<file path="src/rtl/line_delay_ctrl.sv">
// line_delay_ctrl: streaming front end for a single line buffer.
// Each accepted pixel is written to the buffer at its column while the
// pixel previously stored there (the row above) is read back. One cycle
// later the vertical pair is presented with its row/column tags.
module line_delay_ctrl #(
  parameter int DATA_WIDTH = 8,
  parameter int ADDR_WIDTH = 10,
  parameter int IMG_WIDTH  = 640,
  parameter int IMG_HEIGHT = 480,
  parameter int ROW_WIDTH  = 10
) (
  input  logic                  clk,
  input  logic                  rst_n,
  input  logic                  in_valid,
  output logic                  in_ready,
  input  logic [DATA_WIDTH-1:0] in_data,
  input  logic                  in_sof,
  output logic [DATA_WIDTH-1:0] mem_wdata,
  output logic [ADDR_WIDTH-1:0] mem_waddr,
  output logic                  mem_wr_en,
  output logic [ADDR_WIDTH-1:0] mem_raddr,
  output logic                  mem_rd_en,
  input  logic [DATA_WIDTH-1:0] mem_rdata,
  output logic                  out_valid,
  input  logic                  out_ready,
  output logic [DATA_WIDTH-1:0] out_cur,
  output logic [DATA_WIDTH-1:0] out_above,
  output logic [ADDR_WIDTH-1:0] out_col,
  output logic [ROW_WIDTH-1:0]  out_row,
  output logic                  out_eol,
  output logic                  out_eof,
  output logic                  err_sof
);

  localparam logic [ADDR_WIDTH-1:0] COL_LAST = ADDR_WIDTH'(IMG_WIDTH - 1);
  localparam logic [ROW_WIDTH-1:0]  ROW_LAST = ROW_WIDTH'(IMG_HEIGHT - 1);

  typedef enum logic {WAIT_SOF, ACTIVE} state_t;

  state_t                state, state_nxt;
  logic [ADDR_WIDTH-1:0] col, col_nxt, pos_col;
  logic [ROW_WIDTH-1:0]  row, row_nxt, pos_row;
  logic                  accept, process, pos_eol, pos_eof, sof_err;

  // Output stage registers (one-deep skid-free stage)
  logic                  vld_p1, top_p1, eol_p1, eof_p1, err_p1;
  logic [DATA_WIDTH-1:0] cur_p1;
  logic [ADDR_WIDTH-1:0] col_p1;
  logic [ROW_WIDTH-1:0]  row_p1;

  assign in_ready = !vld_p1 || out_ready;
  assign accept   = in_valid && in_ready;

  // Next-state logic: decide whether the pixel is processed, where it lands, and advance position
  always_comb begin
    state_nxt = state;
    col_nxt   = col;
    row_nxt   = row;
    process   = 1'b0;
    sof_err   = 1'b0;
    pos_col   = col;
    pos_row   = row;
    // A start-of-frame pixel is always placed at the origin, legal or not.
    if (in_sof) begin
      pos_col = '0;
      pos_row = '0;
    end
    pos_eol = (pos_col == COL_LAST);
    pos_eof = pos_eol && (pos_row == ROW_LAST);
    case (state)
      WAIT_SOF: process = accept && in_sof;
      ACTIVE: begin
        process = accept;
        sof_err = accept && in_sof && ((col != '0) || (row != '0));
      end
      default: process = 1'b0;
    endcase
    if (process) begin
      state_nxt = pos_eof ? WAIT_SOF : ACTIVE;
      if (pos_eol) begin
        col_nxt = '0;
        row_nxt = pos_eof ? '0 : pos_row + ROW_WIDTH'(1);
      end else begin
        col_nxt = pos_col + ADDR_WIDTH'(1);
        row_nxt = pos_row;
      end
    end
  end

  // Write and read the same column in the same cycle; the registered read returns the row above.
  assign mem_wr_en = process;
  assign mem_rd_en = process;
  assign mem_waddr = pos_col;
  assign mem_raddr = pos_col;
  assign mem_wdata = in_data;

  // FSM state and frame position counters
  always_ff @(posedge clk or negedge rst_n) begin
    if (!rst_n) begin
      state <= WAIT_SOF;
      col   <= '0;
      row   <= '0;
    end else begin
      state <= state_nxt;
      col   <= col_nxt;
      row   <= row_nxt;
    end
  end

  // ---- stage p1: output pair registers, held while downstream stalls ----
  always_ff @(posedge clk or negedge rst_n) begin
    if (!rst_n) begin
      vld_p1 <= 1'b0;
      cur_p1 <= '0;
      col_p1 <= '0;
      row_p1 <= '0;
      eol_p1 <= 1'b0;
      eof_p1 <= 1'b0;
      err_p1 <= 1'b0;
      top_p1 <= 1'b1;
    end else if (process) begin
      vld_p1 <= 1'b1;
      cur_p1 <= in_data;
      col_p1 <= pos_col;
      row_p1 <= pos_row;
      eol_p1 <= pos_eol;
      eof_p1 <= pos_eof;
      err_p1 <= sof_err;
      top_p1 <= (pos_row == '0);
    end else if (vld_p1 && out_ready) begin
      vld_p1 <= 1'b0;
      err_p1 <= 1'b0;
    end
  end

  // Row 0 has no valid line above; mask whatever the buffer holds.
  assign out_above = top_p1 ? '0 : mem_rdata;
  assign out_valid = vld_p1;
  assign out_cur   = cur_p1;
  assign out_col   = col_p1;
  assign out_row   = row_p1;
  assign out_eol   = eol_p1;
  assign out_eof   = eof_p1;
  assign err_sof   = err_p1;

endmodule

</file>
<file path="config.mk">
export PLATFORM = sky130hd
export DESIGN_NAME = line_delay_ctrl
export DESIGN_NICKNAME = d
export VERILOG_FILES = /design/src/rtl/line_delay_ctrl.sv
export SDC_FILE = /design/constraint.sdc
export NUM_CORES = 1
export LEC_CHECK = 0
export CAP_MARGIN = 25
export CORE_ASPECT_RATIO = 1.75
export CORE_MARGIN = 5
export CORE_UTILIZATION = 46
export CTS_CLUSTER_SIZE = 30
export DETAILED_ROUTE_END_ITERATION = 12
export GPL_TIMING_DRIVEN = 0
export PLACE_DENSITY = 0.8
export SYNTH_ARGS = -nofsm -noshare
export SYNTH_HDL_FRONTEND = slang
export SYNTH_SLANG_ARGS = --single-unit
</file>
<file path="constraint.sdc">
create_clock -name clk -period 2.6 [get_ports clk]
set_input_delay 0.52 -clock clk [delete_from_list [all_inputs] [get_ports clk]]
set_output_delay 0.52 -clock clk [all_outputs]
set_load 0.01 [all_outputs]
</file>
Word level (Yosys, flattened, before mapping)
Cells that the tools add are included.
{"block": "classes", "n_addsub": 2, "n_eq_ne": 2, "n_mux": 12, "n_bitwise": 1, "reduce_logical": 12}
{"op": "two-way mux 10 bit", "count": 5}
{"op": "adder 10 x 1 -> 10 bit, second input constant", "count": 2}
{"op": "nonzero test 10 bit", "count": 2}
{"op": "equality test 10 bit, second input constant", "count": 1}
{"op": "equality test 10 x 9 -> 1 bit, second input constant", "count": 1}
{"op": "logical NOT 10 bit", "count": 1}
{"op": "two-way mux 8 bit", "count": 1}
{"op": "logical AND 1 bit", "count": 5}
{"op": "two-way mux 1 bit", "count": 5}
{"op": "logical OR 1 bit", "count": 2}
{"op": "one-hot mux 1 bit (2 select lines)", "count": 1}
{"op": "nonzero test 2 bit", "count": 1}
{"op": "logical NOT 1 bit", "count": 1}
{"op": "NOT 1 bit", "count": 1}
{"block": "word_totals", "regBits": 54, "inputBits": 21, "out_inout_bits": 71, "word_cells": 40}

Depth between registers and ports, before layout
Gate-level depths: netlist of run 1.
{"block": "depth", "word_depth": 7, "mapped_depth": 11, "mapped_depth_nobuf": 7}

Worst setup path after synthesis of run 1
OpenSTA, ideal clock, no wires.
{"block": "synth_timing", "path_kind": "input port to flip-flop", "start": "input port in_sof", "end": "register row[3]", "setup_ns": 0.092, "t_arrival_ns": 2.491, "required_time_ns": 2.508, "slack_ns": 0.017, "stages": 10, "cell_sequence": "buf_2 clkbuf_1 nor2b_1 ha_1 and3_1 and4_1 buf_4 nand2_4 or2_4 o31ai_2"}
{"block": "synth_between", "elab_chain_len": 5}
{"element": "start, declared", "line": "17", "text": "input logic in_sof,"}
{"element": "two-way mux 10 bit (*)", "line": "64", "text": "if (in_sof) begin"}
{"element": "named net mem_raddr[0]", "line": "21", "text": "output logic [ADDR_WIDTH-1:0] mem_raddr,"}
{"element": "equality test 10 bit (*)", "line": "68", "text": "pos_eol = (pos_col == COL_LAST);"}
{"element": "logical AND 1 bit", "line": "69", "text": "pos_eof = pos_eol && (pos_row == ROW_LAST);"}
{"element": "two-way mux 10 bit", "line": "82", "text": "row_nxt = pos_eof ? '0 : pos_row + ROW_WIDTH'(1);"}
{"element": "two-way mux 10 bit (*)", "line": "80", "text": "if (pos_eol) begin"}
{"element": "end signal, assigned", "line": "106", "text": "row <= row_nxt;"}
{"element": "end, declared", "line": "42", "text": "logic [ROW_WIDTH-1:0] row, row_nxt, pos_row;"}
Mark *: on every way through the listed nets, which the timed path passes. The rest lies on a longest branch.
A chain may end at the register's enable or synchronous reset.

Worst setup path after layout of run 1
{"block": "layout_timing", "start": "input port in_sof", "end": "output port mem_waddr[5]"}
{"block": "layout_between", "elab_chain_len": 1}
{"element": "two-way mux 10 bit", "line": "64"}
{"element": "end, declared", "line": "19", "text": "output logic [ADDR_WIDTH-1:0] mem_waddr,"}
No other way between the ends.

==> metrics, run 1 <==
vias in the first global route=between 2k and 3k; Synth cell types=40; clock slew at reported path FFs=around 100 ps; endpoints failing setup=0; YS warnings=0; Slew HR=55.3%; Fill cells=508; largest net degree at the start of global routing=30; H-tree levels=2; Gate power share=roughly 28%; PD cells=between 400 and 500 nW/µm²; sequential cell area=about 1400 µm²; fmax=just under 400 MHz; cell internal pwr=about 1.4 mW; Die Span X=a little under 70 µm; CP startpoint kind=primary input; Pre-Repair DR Iteration Count=5; number of enable flip-flop cells after synthesis=0; post-synthesis cell count=~310; critical path type=in -> out; Clk Latency, worst-skew pair=about 310 ps; CP arrival=2030 ps; switching share of power=between 30% and 40%; routability cong.=0.905; Worst Tran Pin Value=approximately 670 ps; Critical Path End Type=primary output; Routed Antenna Nets=0; # IOs=between 90 and 100; commonest cells after routing, fill and taps aside=clkdlybuf4s50_1, nand2_1, dfrtp_1; Clock Skew=13.3 ps; fraction of the mapped netlist area in adder cells=roughly 1.3%; Finished Layout Cells=approximately 500; Area growth syn-to-layout=43.1%; first-pass GRT wire length=between 10000 and 15000 µm; global-route usage over all layers=between 20 and 25%; PortBufs=91; Synth Area in Simple Gates=25.5%; clock sink total=54; RSZ-0062 raised after global routing=no; Period Utilization, post-route=98.1%; via count=roughly 2.8k; drt initial violations=192; DP Wirelength=between 6000 and 7000 µm; status=finished clean; Seq/Total Area, Yosys=47.9%; Total Power=~2.0 mW; R2R Setup Slk=~400 ps; Leak=1.76 nW; post-synthesis xor/xnor area fraction=0%; Wirelength per Cell=17.6 µm; share of cells above drive strength 1=approximately 15%; CTS Buf Count=5; Final Max Slew Viols=0; CTS tree=built; Hold Fails Final Rpt=0; commonest non-fill, non-tap cell in the layout=clkdlybuf4s50_1; initial core utilization=roughly 48%; mux cell area share after synthesis=between 2 and 2.5%; complex-gate fraction of the synthesized area=a little over an eighth; DIE AREA=7870 µm²; Max Cap Violations=0; Syn Area/Cell=8.99 µm²; Die Height=114 µm; Mapped Area=2820 µm²; ys flop type=dfrtp_1; via/cell ratio=5.56; Nets=about 440; post-synthesis register bit count=54; fin crit period=around 2600 ps; net switching power=roughly 0.60 mW; Total Wirelength=about 9000 µm; Diodes inserted=0; crit path max fanout=10; largest family of logic cells by synthesized area=simple AND/OR/NAND/NOR gates; area of the multi-input gates=around 1300 µm²; placed insts=between 400 and 500; critical path data required time=~2100 ps; peak supply drop=around 0.43 mV; Site Rows=37; maximum root-to-sink buffer count=2; total gr overflow=0; Async SR Flop Fraction=100%; core box area=slightly below 6000 µm²; Hold Crit Class=in -> async; clock power share=approximately a quarter; drt drc=0; Clk Tree Root Cell=clkbuf_8; initial antenna violation count=0; CTS hold repair buffers=0; Seq pwr share=a little under 50%; syn_nets=338
[state kept, by name (all words and copies together), names as in the netlist, 8 cells and up]
name     flops
out_row     10
out_col     10
col         10
out_cur      8
row         10
[cell usage after synthesis (3+ instances only)]
library cell	count	share of area [%]
nand2_1	62	8.2
dfrtp_1	53	47
o21ai_0	22	3.9
buf_4	21	5.6
nor2b_1	21	4.7
nand3_1	14	2.5
nor2_1	12	1.6
a21oi_1	11	1.9
inv_1	8	1.1
buf_2	7	1.2
clkbuf_1	7	0.93
nor4_1	7	1.6
o31ai_1	7	1.9
nand2b_1	6	1.3
nand4_1	6	1.3
mux2_2	5	2.0
nor3_1	5	0.89
a31oi_1	4	0.89
and3_1	4	0.89
o211ai_1	4	1.1
a22o_1	3	0.93
ha_1	3	1.3
[cells by family (layout without fill, tap and decap cells)]
group / after synthesis / after routing
mux: 6 / 6
flops: 54 / 54
compound gates: 60 / 60
fa+ha+maj: 3 / 3
simple gates: 145 / 145
buf+inv: 46 / 150
[worst max-delay path, cell delays in order]
cell	delay (ps)
clkdlybuf4s15_2	260
buf_4	200
nor2b_1	350
buf_4	180
clkdlybuf4s50_1	520
[worst paths after layout]
check | from | to | cells past startpoint
setup / recovery | in_sof | mem_waddr[5] | 5
hold / removal | rst_n | out_col[1] | 1
setup reg to reg | row[0] | row[9] | 8
hold reg to reg | out_cur[3] | out_cur[3] | 2
max in group asynchronous | rst_n | out_row[8] | 2
min in group clk | out_cur[3] | out_cur[3] | 2
[power groups by stage]
stage               clock, mW  combinational, mW  sequential, mW
floorplan                   0              0.211           0.994
global placement            0              0.507           0.981
detailed placement          0              0.522           0.985
CTS                     0.469              0.556           0.969
global route            0.503              0.604           0.980
finish                  0.464              0.560           0.971
[area by class of cell]
type | instances | area share, %
well taps | 78 | 2.42
inverters | 9 | 0.898
plain buffers | 36 | 6.10
repair buffers | 97 | 23.8
clock buffers | 6 | 1.80
multi-input cells | 214 | 31.2
clock inverters | 2 | 0.248
flip-flops and latches | 54 | 33.5
[through the flow]
step	area [µm²]	TNS [ps]	util, %	hold WS (ps)	setup slack [ps]
floorplan	2820	0	-	224	16.8
global placement	3830	-59890	64.7	457	-930
detailed placement	3850	-26450	64.9	462	-931
CTS	4020	0	67.8	254	29.5
global route	4040	0	68.2	275	8.76
finish	4040	0	68.2	225	48.7
[per-layer routing]
metal  part of all wire (%)  GRT usage (%)  vias to the layer above
met2                     53           40.8                      139
li1                       -              -                     1271
met4                    3.0           11.6                        0
met1                     37           25.2                     1318
met3                    6.6           4.32                       28
met5                      0              0                        -
[timing repair]
item / 4_1_cts / 5_1_grt
cloned: 0 / 0
resized for setup: 22 / 6
endpoints found under the setup margin: 42 / 6
buffers inserted: 4 / 1
Power figures use the tool's default switching activity.
==> run 2, diff against run 1 <==
- CORE_UTILIZATION: 46 -> 35
- PLACE_DENSITY: 0.8 -> unset
==> metrics, run 2 (same netlist as run 1, synthesis figures left out) <==
CTS tree=built; Area growth syn-to-layout=45.5%; PortBufs=between 90 and 100; Setup TNS Final=0 ps; Critical Path End Type=primary output; slowest CP cell=clkdlybuf4s50_1; sequential cell area=around 1400 µm²; drt drc=0; clock slew at reported path FFs=about 70 ps; Worst Tran Pin Value=605 ps; Fill cells=between 700 and 800; routability cong.=0.835; critical path data required time=about 2100 ps; Max Cap Violations=0; Slew HR=approximately 60%; worst setup margin=70.0 ps; Total Power=2.18 mW; placed insts=about 500; Hold Crit Class=in -> async; status=finished clean; DIE AREA=about 10000 µm²; initial core utilization=between 30% and 40%; Worst Path Buf+Inv=5; # IOs=92; most frequent CP cell=buf_4; largest delay contributor family on the critical path=buffers and inverters; peak supply drop=~0.42 mV; area of the multi-input gates=~1300 µm²; clock sink total=54; Pre-Repair DR Iteration Count=4; Hold Fails Final Rpt=0; drt initial violations=147; Clk Tree Root Cell=clkbuf_16; fmax=395 MHz; H-tree levels=2; Clk Latency, worst-skew pair=roughly 300 ps; Wirelength per Cell=between 15 and 20 µm; fin crit period=between 2000 and 3000 ps; global-route usage over all layers=around 17%; CP arrival=2010 ps; first-pass GRT wire length=13700 µm; core box area=just under 8000 µm²; CP startpoint kind=primary input; vias in the first global route=about 2.7k; largest net degree at the start of global routing=34; critical path type=in -> out; Site Rows=43; commonest cells after routing, fill and taps aside=clkdlybuf4s50_1, nand2_1, dfrtp_1; Routed Antenna Nets=0; Finished Layout Cells=507; WHS=a little under 200 ps; Die Height=roughly 130 µm; Diodes inserted=0; initial antenna violation count=0; Leak=1.78 nW; Die Span X=just under 80 µm; maximum root-to-sink buffer count=2; share of cells above drive strength 1=between 15 and 20%; Final Max Slew Viols=0; Total Wirelength=~8300 µm; Nets=440; Clock Skew=~6.1 ps; Period Utilization, post-route=a little over nine tenths; Post-Place Worst Slack=-970 ps; crit path max fanout=10; DP Wirelength=6410 µm; CTS Buf Count=5; CP Cell Sequence=clkdlybuf4s15_2 > buf_4 > clkbuf_8 > nor2b_4 > buf_4 > clkdlybuf4s50_1; CP peak stage delay=approximately 520 ps; commonest non-fill, non-tap cell in the layout=clkdlybuf4s50_1; via/cell ratio=approximately 5.2; total gr overflow=0; via count=between 2k and 3k; endpoints failing setup=0; PD cells=~530 nW/µm²
## run 2: cell types whose count changed in the layout (fill, tap and decap cells not counted), sizes merged
cell and delta:
buf -1
## run 2: area by class of cell
class	count	share of cell area (%)
Buffer	36	6.00
Clock inverter	2	0.335
Timing Repair Buffer	96	23.2
Clock buffer	6	3.14
Inverter	9	0.883
Sequential cell	54	32.9
Tap cell	90	2.74
Multi-Input combinational cell	214	30.8
## run 2: report_power, final
| part | internal (mW) | switching, mW | total (mW) |
|---|---|---|---|
| Clock | 0.358 | 0.302 | 0.660 |
| Sequential | 0.907 | 0.0604 | 0.968 |
| Combinational | 0.296 | 0.251 | 0.547 |
## run 2: metrics by stage
stage | utilization, % | area, µm²
after global routing | 52.0 | 4110
after global placement | 48.6 | 3850
after detailed placement | 48.8 | 3860
final | 52.0 | 4110
after CTS | 51.8 | 4100
after floorplan | - | 2820
## run 2: path summary, 6_finish.rpt
| check | from | end | slack, ps | cells after the start |
|---|---|---|---|---|
| max | in_sof | mem_waddr[0] | 70 | 6 |
| min | rst_n | out_col[1] | 190 | 1 |
| max reg2reg | row[0] | row[9] | 400 | 8 |
| min reg2reg | out_cur[1] | out_cur[1] | 480 | 2 |
| max in group asynchronous | rst_n | row[1] | 1840 | 2 |
| min in group clk | out_cur[1] | out_cur[1] | 480 | 2 |
## run 2: routing by layer
metal / up-vias / track usage, % / share of wire (%)
met5: - / 0 / 0
met3: 19 / 3.57 / 6.1
met2: 97 / 29.3 / 52
met1: 1261 / 19.2 / 38
met4: 0 / 9.05 / 3.4
li1: 1272 / - / -
## run 2: timing repair
| action | CTS | global route |
|---|---|---|
| endpoints found under the setup margin | 42 | 4 |
| setup buffers | 4 | 0 |
| hold buffers | 0 | 0 |
| resized for setup | 23 | 6 |
==> run 3, diff against run 2 <==
- TNS_END_PERCENT: unset -> 50
==> metrics, run 3 (same netlist as run 1, synthesis figures left out) <==
commonest cells after routing, fill and taps aside=clkdlybuf4s50_1, nand2_1, dfrtp_1; total gr overflow=0; share of cells above drive strength 1=15.3%; most frequent CP cell=buf_4; Slew HR=about three fifths; clock slew at reported path FFs=70 ps; endpoints failing setup=0; switching share of power=roughly 28%; Finished Layout Cells=just over 500; Wirelength per Cell=16.4 µm; CP Cell Sequence=clkdlybuf4s15_2 > buf_4 > clkbuf_8 > nor2b_4 > buf_4 > clkdlybuf4s50_1; largest delay contributor family on the critical path=buffers and inverters; drt initial violations=~150; placed insts=496; PortBufs=91; DP Wirelength=between 6000 and 7000 µm; largest net degree at the start of global routing=34; Die Height=129 µm; critical path type=in -> out; dpl cell area=3860 µm²; Site Rows=43; Worst Tran Pin Value=about 600 ps; CTS Buf Count=5; Max Cap Violations=0; Diodes inserted=0; peak supply drop=0.425 mV; maximum root-to-sink buffer count=2; CP peak stage delay=~520 ps; Setup TNS Final=0 ps; Pre-Repair DR Iteration Count=4; Gate power share=roughly 25%; RSZ-0062 raised after global routing=yes; crit path max fanout=10; Area growth syn-to-layout=45.5%; Critical Path End Type=primary output; H-tree levels=2; post-route cell area=4110 µm²; Clk Tree Root Cell=clkbuf_16; CP startpoint kind=primary input; Seq pwr share=between 40% and 50%; Hold Crit Class=in -> async; commonest non-fill, non-tap cell in the layout=clkdlybuf4s50_1; via count=roughly 2.6k; Final Max Slew Viols=0; Worst Path Buf+Inv=5; Hold Fails Final Rpt=0; status=finished clean; PD cells=around 530 nW/µm²; drt drc=0; global-route usage over all layers=between 15 and 20%; first-pass GRT wire length=13700 µm; clock sink total=54; Clk Latency, worst-skew pair=300 ps; net switching power=just over 0.6 mW; core box area=about 7900 µm²; # IOs=92; fmax=between 300 and 400 MHz; Clock Skew=around 6 ps; DIE AREA=10000 µm²; CTS tree=built; cell internal pwr=between 1.5 and 2 mW; critical path data required time=about 2100 ps; routability cong.=around 0.84; vias in the first global route=around 2.7k; initial core utilization=between 30% and 40%; Routed Antenna Nets=0; Total Wirelength=approximately 8300 µm; slowest CP cell=clkdlybuf4s50_1; clock power share=~30%; fin crit period=2530 ps; initial antenna violation count=0; CP arrival=approximately 2000 ps; via/cell ratio=between 5 and 6; Fill cells=about 770; Leak=1.78 nW; Period Utilization, post-route=a little over nine tenths; Die Span X=approximately 80 µm; Nets=440
run 3: cell count changes in the layout (fill, tap and decap cells not counted):
cell     before  now
o21ai_1       1    0
o21ai_0      21   22
run 3: repair_timing:
item                       in CTS  in global routing
setup endpoints to repair      42                  4
resized for setup              23                  5
setup buffers                   4                  0
hold buffers                    0                  0
run 3: worst register-to-register path: cells and delay by family (launching register included):
family	cells	cell delay [ps]
AND/OR/NAND/NOR	4	880
flip-flops	1	450
AO/OA/AOI/OAI	2	290
adder cells (fa/ha/maj)	1	270
buffers and inverters	1	200
run 3: power groups by stage:
stage                     registers (mW)  logic [mW]  clock network, mW
after global placement             0.983       0.514                  0
final                              0.968       0.547              0.660
after CTS                          0.967       0.556              0.682
after detailed placement           0.982       0.522                  0
after floorplan                    0.994       0.211                  0
after global routing               0.981       0.593              0.712
run 3: through the flow:
stage | setup slack (ps) | util (%) | hold WS (ps) | total power, mW
2_1_floorplan | 16.8 | - | 224 | 1.21
3_3_place_gp | -983 | 48.6 | 460 | 1.50
3_5_place_dp | -970 | 48.8 | 461 | 1.50
4_1_cts | 2.13 | 51.8 | 208 | 2.21
5_1_grt | -2.61 | 52.0 | 233 | 2.29
6_report | 70.0 | 52.0 | 193 | 2.18
run 3: area by class of cell:
cell class / instances / area (µm²) / area share (%)
clock buffer: 6 / 129 / 3.14
tap: 90 / 113 / 2.74
multi-input combinational: 214 / 1260 / 30.8
clock inverter: 2 / 13.8 / 0.335
inverter: 9 / 36.3 / 0.883
buffer: 36 / 246 / 6.00
sequential: 54 / 1350 / 32.9
timing repair buffer: 96 / 955 / 23.2
run 3: worst paths after layout:
check / startpoint / to / slack, ps / depth (start not counted)
setup / recovery: in_sof / mem_waddr[0] / 70 / 6
hold reg to reg: out_cur[1] / out_cur[1] / 480 / 2
hold / removal: rst_n / out_col[1] / 190 / 1
max in group asynchronous: rst_n / row[1] / 1840 / 2
setup reg to reg: row[0] / row[9] / 400 / 8
min in group clk: out_cur[1] / out_cur[1] / 480 / 2
run 3: per-layer routing:
metal | share of wire [%] | up-vias | track usage (%)
met5 | 0 | - | 0
met4 | 3.4 | 0 | 9.05
met3 | 6.1 | 19 | 3.57
met2 | 52 | 97 | 29.3
met1 | 38 | 1261 | 19.2
li1 | - | 1272 | -
